### src/rtl/uart_rx_ctrl.sv
// uart_rx_ctrl
//   Sequences a UART receiver (start / listen / drain-on-halt) and buffers
//   good bytes in a small first-word-fall-through FIFO. Framing errors are
//   counted (saturating). A dropped good byte sets a sticky overrun flag.
//
//   Optional feature macro: UART_RX_CTRL_TIMEOUT_EN
//     When defined, an idle counter runs in LISTEN while the receiver is not
//     mid-frame. It pulses timeout_o every TIMEOUT_CYCLES idle clocks.
//     When undefined, timeout_o is tied low and TIMEOUT_CYCLES is unused.
//
//   Ports
//     clk_i, rst_i          clock, asynchronous active-high reset
//     go_i, halt_i          start / stop pulses
//     rx_en_o               receiver enable
//     rx_busy_i             receiver mid-frame
//     rx_done_i             frame-complete strobe
//     rx_error_i            framing error (qualified by rx_done_i)
//     rx_data_i             received byte
//     rd_en_i               consumer pop request
//     rd_data_o             FIFO head (holds last head while empty)
//     empty_o, full_o       FIFO status
//     count_o               bytes held
//     overrun_o             sticky: good byte dropped on a full FIFO
//     err_cnt_o             saturating framing-error count
//     active_o              high in ARM, LISTEN or DRAIN
//     timeout_o             one-cycle idle-timeout pulse
//
//   state  | meaning
//   IDLE   | receiver off, waiting for go
//   ARM    | receiver enabled for one settling cycle
//   LISTEN | capturing frames
//   DRAIN  | halt requested mid-frame; finish that frame, then stop
module uart_rx_ctrl #(
  parameter int FIFO_DEPTH     = 4,
  parameter int TIMEOUT_CYCLES = 1600
) (
  input  logic                         clk_i,
  input  logic                         rst_i,
  input  logic                         go_i,
  input  logic                         halt_i,
  output logic                         rx_en_o,
  input  logic                         rx_busy_i,
  input  logic                         rx_done_i,
  input  logic                         rx_error_i,
  input  logic [7:0]                   rx_data_i,
  input  logic                         rd_en_i,
  output logic [7:0]                   rd_data_o,
  output logic                         empty_o,
  output logic                         full_o,
  output logic [$clog2(FIFO_DEPTH):0]  count_o,
  output logic                         overrun_o,
  output logic [7:0]                   err_cnt_o,
  output logic                         active_o,
  output logic                         timeout_o
);

  localparam int AW = $clog2(FIFO_DEPTH);
  localparam int CW = AW + 1;

  typedef enum logic [1:0] {IDLE, ARM, LISTEN, DRAIN} state_e;

  state_e        state_q, state_d;
  logic [7:0]    mem_q [FIFO_DEPTH];
  logic [AW-1:0] wr_ptr_q, wr_ptr_d, rd_ptr_q, rd_ptr_d;
  logic [CW-1:0] count_q, count_d;
  logic [7:0]    rd_data_q, rd_data_d;
  logic [7:0]    err_cnt_q, err_cnt_d;
  logic          overrun_q, overrun_d;
  logic          clear_stats, capture, good_byte, bad_byte, fifo_full, push, pop;

  always_comb begin
    state_d     = state_q;
    clear_stats = 1'b0;
    case (state_q)
      IDLE: begin
        // halt wins over a simultaneous go
        if (go_i && !halt_i) begin
          state_d     = ARM;
          clear_stats = 1'b1;
        end
      end
      ARM:     state_d = LISTEN;
      LISTEN:  if (halt_i) state_d = rx_busy_i ? DRAIN : IDLE;
      DRAIN:   if (rx_done_i) state_d = IDLE;
      default: state_d = IDLE;
    endcase
  end

  assign rx_en_o  = (state_q != IDLE);
  assign active_o = (state_q != IDLE);

  assign capture   = rx_done_i && (state_q == LISTEN || state_q == DRAIN);
  assign good_byte = capture && !rx_error_i;
  assign bad_byte  = capture && rx_error_i;
  assign fifo_full = (count_q == CW'(FIFO_DEPTH));
  assign pop       = rd_en_i && (count_q != '0);
  // A pop in the same cycle frees the slot, so a full FIFO can still accept
  assign push      = good_byte && (!fifo_full || pop);

  always_comb begin
    wr_ptr_d  = wr_ptr_q + AW'(push);
    rd_ptr_d  = rd_ptr_q + AW'(pop);
    count_d   = count_q + CW'(push) - CW'(pop);
    overrun_d = clear_stats ? 1'b0 : (overrun_q | (good_byte && fifo_full && !pop));
    err_cnt_d = err_cnt_q;
    if (clear_stats)
      err_cnt_d = 8'h00;
    else if (bad_byte && err_cnt_q != 8'hFF)
      err_cnt_d = err_cnt_q + 8'd1;
    // Registered head: follows the next head slot, or the incoming byte when
    // that byte becomes the only entry; holds when the FIFO goes empty.
    rd_data_d = rd_data_q;
    if (count_d != '0) begin
      if (push && (count_q == CW'(pop)))
        rd_data_d = rx_data_i;
      else
        rd_data_d = mem_q[rd_ptr_d];
    end
  end

  always_ff @(posedge clk_i or posedge rst_i) begin
    if (rst_i) begin
      state_q   <= IDLE;
      wr_ptr_q  <= '0;
      rd_ptr_q  <= '0;
      count_q   <= '0;
      rd_data_q <= 8'h00;
      err_cnt_q <= 8'h00;
      overrun_q <= 1'b0;
    end else begin
      state_q   <= state_d;
      wr_ptr_q  <= wr_ptr_d;
      rd_ptr_q  <= rd_ptr_d;
      count_q   <= count_d;
      rd_data_q <= rd_data_d;
      err_cnt_q <= err_cnt_d;
      overrun_q <= overrun_d;
    end
  end

  // Storage needs no reset: pointers and count define which entries are live
  always_ff @(posedge clk_i) begin
    if (push) mem_q[wr_ptr_q] <= rx_data_i;
  end

  assign rd_data_o = rd_data_q;
  assign empty_o   = (count_q == '0);
  assign full_o    = fifo_full;
  assign count_o   = count_q;
  assign overrun_o = overrun_q;
  assign err_cnt_o = err_cnt_q;

`ifdef UART_RX_CTRL_TIMEOUT_EN
  localparam int TW = (TIMEOUT_CYCLES > 2) ? $clog2(TIMEOUT_CYCLES) : 1;

  logic [TW-1:0] idle_q, idle_d;
  logic          timeout_q, timeout_d;

  // Counter is forced to zero outside LISTEN, so every LISTEN entry starts fresh
  always_comb begin
    idle_d    = '0;
    timeout_d = 1'b0;
    if (state_q == LISTEN && !rx_busy_i) begin
      if (idle_q == TW'(TIMEOUT_CYCLES - 1))
        timeout_d = 1'b1;
      else
        idle_d = idle_q + TW'(1);
    end
  end

  always_ff @(posedge clk_i or posedge rst_i) begin
    if (rst_i) begin
      idle_q    <= '0;
      timeout_q <= 1'b0;
    end else begin
      idle_q    <= idle_d;
      timeout_q <= timeout_d;
    end
  end

  assign timeout_o = timeout_q;
`else
  assign timeout_o = 1'b0;
`endif

endmodule

### config.mk
export PLATFORM = sky130hd
export DESIGN_NAME = uart_rx_ctrl
export DESIGN_NICKNAME = d
export VERILOG_FILES = /design/src/rtl/uart_rx_ctrl.sv
export SDC_FILE = /design/constraint.sdc
export NUM_CORES = 1
export LEC_CHECK = 0
export BUFFER_PORTS_ARGS = -buffer_cell sky130_fd_sc_hd__buf_4
export CAP_MARGIN = 10
export CORE_MARGIN = 10
export CORE_UTILIZATION = 32
export CTS_CLUSTER_DIAMETER = 100
export CTS_CLUSTER_SIZE = 40
export DETAILED_ROUTE_END_ITERATION = 10
export SLEW_MARGIN = 20
export SYNTH_ARGS = -nofsm -noshare
export SYNTH_HDL_FRONTEND = slang
export SYNTH_SLANG_ARGS = --single-unit
### constraint.sdc
create_clock -name clk_i -period 3.9 [get_ports clk_i]
set_clock_uncertainty 0.1 [all_clocks]
set_input_delay 0.78 -clock clk_i [delete_from_list [all_inputs] [get_ports clk_i]]
set_output_delay 0.78 -clock clk_i [all_outputs]
set_load 0.005 [all_outputs]
==> load_flow_metrics.sql <==
INSERT INTO impl_metrics (metric_group, metric, value, unit) VALUES
('timing', 'setup-violations-final', '0', ''),
('detailed_routing', 'routed_wire_length_per_instance', '15.59', 'um'),
('clock_tree', 'cts_hold_repair.buffers', '0', ''),
('clock_tree', 'cts_htree_levels', '3', ''),
('clock_tree', 'tritoncts_num_sinks', '58', ''),
('worst_setup_path', 'cp_data_arrival_time', '3.12', 'ns'),
('detailed_routing', 'vias', '1579', ''),
('timing', 'worst-slew-pin-transition', '0.9003', 'ns'),
('global_route', 'grt_antenna_before_repair', '0', ''),
('worst_setup_path', 'worst_setup_path_end_kind', 'flip-flop', ''),
('detailed_routing', 'route.antenna.remaining_nets', '0', ''),
('worst_setup_path', 'worst-path-max-fanout', '8', ''),
('clock_tree', 'clk_root_buffer_cell', 'clkbuf_8', ''),
('yosys', 'ys_dominant_reg_cell', 'edfxtp_1', ''),
('clock_tree', 'cts_setup_buffers', '0', ''),
('floorplanning', 'std_cell_rows', '32', ''),
('pwr', 'power.total', '2.226', 'mW'),
('global_route', 'grt.total_usage', '9.252', '%'),
('pwr', 'ir_drop', '0.2267', 'mV'),
('yosys', 'postSynthAreaPerCell', '14.03', 'um2'),
('pwr', 'power_leakage', '1.253', 'nW'),
('detailed_routing', 'detail_route.drc_violations', '0', ''),
('run_status', 'run_status', 'finished, final reports clean', ''),
('floorplanning', 'die_w', '108.8', 'um'),
('detailed_routing', 'drt_pass1_iterations', '4', ''),
('yosys', 'synth_area_leaders', 'edfxtp_1 (38%), dfrtp_1 (26%), mux4_2 (7.1%)', ''),
('timing', 'period_share', '76.94', '%'),
('cells_and_area', 'area_growth_syn_to_layout', '22.25', '%'),
('pwr', 'power_per_cell_area', '721.1', 'nW/um2'),
('timing', 'slew_violations', '0', ''),
('placed_design', 'gpl.final_weighted_congestion', '0.7580', ''),
('clock_tree', 'cts_tree', 'yes', ''),
('global_route', 'via_count_of_the_first_global_routing_pass', '1566', ''),
('worst_setup_path', 'critical_path.startpoint_type', 'flip-flop', ''),
('cells_and_area', 'design.final.nets', '246', ''),
('timing', 'rsz0062_at_grt', 'false', ''),
('floorplanning', 'floorplan.initialDensity', '32.85', '%'),
('yosys', 'cells_after_synth', '180', ''),
('worst_setup_path', 'crit-reg2reg-capture', 'rd_data_o[1]', ''),
('cells_and_area', 'antenna-diode-count', '0', ''),
('worst_setup_path', 'required', '4.02', 'ns'),
('clock_tree', 'clockBufferDepth', '2', ''),
('cells_and_area', 'share_of_final_layout_standard_cells_stronger_than_drive_strength_1', '35.22', '%'),
('clock_tree', 'cts_buffers', '9', ''),
('detailed_routing', 'count_of_routing_violations_after_the_opening_detailed_route_iteration', '55', ''),
('worst_setup_path', 'rr_worst_depth', '9', ''),
('min_path', 'worst_hold_path_type', 'input pin to async pin', ''),
('timing', 'max_freq', '333.3', 'MHz'),
('clock_tree', 'insertion_delay', '0.33', 'ns'),
('yosys', 'async_flop_share', '44.83', '%'),
('yosys', 'synth_enable_flop_cells', '32', ''),
('global_route', 'global_route_wire_length_before_repair', '8211', 'um'),
('placed_design', 'io_buffers', '39', ''),
('timing', 'maxSlewHeadroom', '39.48', '%'),
('flow_run', 'maxCapViolations', '0', ''),
('yosys', 'yosysSeqAreaShare', '63.83', '%'),
('worst_setup_path', 'r2r_slack', '0.90', 'ns'),
('yosys', 'synth_largest_type_area_fraction', '38.06', '%'),
('floorplanning', 'core', '7687', 'um2'),
('worst_setup_path', 'path_class', 'flip-flop to flip-flop', ''),
('floorplanning', 'die_h', '108.8', 'um'),
('yosys', 'synthesis.nets', '201', ''),
('timing', 'fin_crit', '3.001', 'ns'),
('yosys', 'synthDominantAreaCellType', 'edfxtp_1', ''),
('yosys', 'leading_post_synthesis_cells_by_instance_count', 'edfxtp_1 (32), dfrtp_1 (26), a21oi_1 (18), nand2_1 (13), nor2_1 (10)', ''),
('clock_tree', 'cts_clk_pin_slew_worst_paths', '0.07', 'ns'),
('yosys', 'synth_warnings', '0', ''),
('clock_tree', 'cts_repair_resized_insts', '0', ''),
('yosys', 'synth.lib_cells_used.distinct', '46', ''),
('placed_design', 'post-dp-hpwl', '3788', 'um'),
('worst_setup_path', 'worst_r2r_startpoint', 'count_o[1]', ''),
('floorplanning', 'io_pins', '41', ''),
('floorplanning', 'die_footprint', '11840', 'um2'),
('detailed_routing', 'viasPerCell', '4.756', ''),
('timing', 'totalNegativeSetupSlack', '0', 'ns'),
('timing', 'final_hold_viol_count', '0', ''),
('global_route', 'grt_overflow', '0', ''),
('global_route', 'grt_max_degree', '27', ''),
('yosys', 'netlist_area', '2525', 'um2'),
('yosys', 'synth_seq_cells', '58', ''),
('yosys', 'yosysMostFrequentCell', 'edfxtp_1', ''),
('detailed_routing', 'route.final.wire_length', '5176', 'um');
logic make-up (layout without fill, tap and decap cells):
| group | after synthesis | in the layout | share of synthesized area, % |
|---|---|---|---|
| buffers and inverters | 12 | 62 | 2.526 |
| AOI/OAI and AO/OA | 31 | 31 | 6.988 |
| muxes | 11 | 11 | 8.325 |
| other | 1 | 1 | 0.1485 |
| adders and majority gates | 5 | 5 | 2.775 |
| xor gates and xnor gates | 5 | 5 | 2.627 |
| DFF | 58 | 58 | 63.83 |
| and+or+nand+nor | 57 | 57 | 12.79 |
state kept, by name, summed over array words and instances, names as in the netlist:
register	count
mem_q	32
err_cnt_o	8
rd_data_o	8
count_o	3
rd_ptr_q	2
state_q	2
wr_ptr_q	2
overrun_o	1
routing by layer:
metal	vias to the layer above	track usage (%)	wire (um)
met5	-	0	0
met4	0	7.062	155
met3	12	2.183	197
met2	37	14.44	2619
met1	774	10.87	2204
li1	756	-	-
power by group:
| group | internal (mW) | switching, mW | total, mW | leakage, nW |
|---|---|---|---|---|
| combinational | 0.432 | 0.419 | 0.851 | 0.555 |
| clock | 0.244 | 0.226 | 0.470 | 0.0851 |
| sequential | 0.780 | 0.125 | 0.905 | 0.612 |
| total | 1.46 | 0.770 | 2.23 | 1.25 |
worst max-delay path by stage:
stage,startpoint,end,cells after the start
after global routing,count_o[1],rd_data_o[4],10
after CTS,count_o[1],rd_data_o[2],9
final,count_o[1],rd_data_o[1],9
after floorplan,rx_error_i,rd_data_o[0],9
after detailed placement,rd_en_i,rd_data_o[2],10
after global placement,rd_en_i,rd_data_o[5],10
layout by cell type, fill, tap and decap left out, drive strengths merged, types with 2 or more instances in the layout:
cell	n
inv	5
clkbuf	11
xor2	3
mux2i	3
nor3b	2
clkinv	3
buf	41
nor3	3
ha	4
nand4	2
dfrtp	26
mux4	8
nand3	4
or2	2
a21oi	18
clkinvlp	2
nor2	18
o21ai	5
and3	4
nand2	13
a211oi	2
nor2b	2
edfxtp	32
critical path: stages (launching register included):
cell	delay [ns]
dfrtp_1	0.49
nor4b_1	0.39
or2_2	0.22
o21ai_0	0.09
ha_1	0.21
fa_1	0.38
xnor3_2	0.28
or3_1	0.53
nor2_2	0.16
a21oi_1	0.05
metrics by stage:
stage	std cells	utilization (%)	hold slack, ns	setup slack, ns	cell area [um2]
detailed placement	316	37.92	0.4235	0.5566	2915
global route	332	40.15	0.4391	0.6668	3087
global placement	316	37.92	0.4066	0.5242	2915
floorplan	180	-	0.3761	0.9303	2525
finish	332	40.15	0.4028	0.8994	3087
CTS	332	40.15	0.4334	0.8744	3087
layout make-up:
class	instances	area, um2
flip-flops and latches	58	1612
fillers	733	4601
well taps	102	127.6
clock buffers	11	141.4
inverters	5	18.77
multi-input cells	110	849.6
clock inverters	5	30.03
repair buffers	41	307.8
Note: power is estimated with default switching activity, not from simulation.
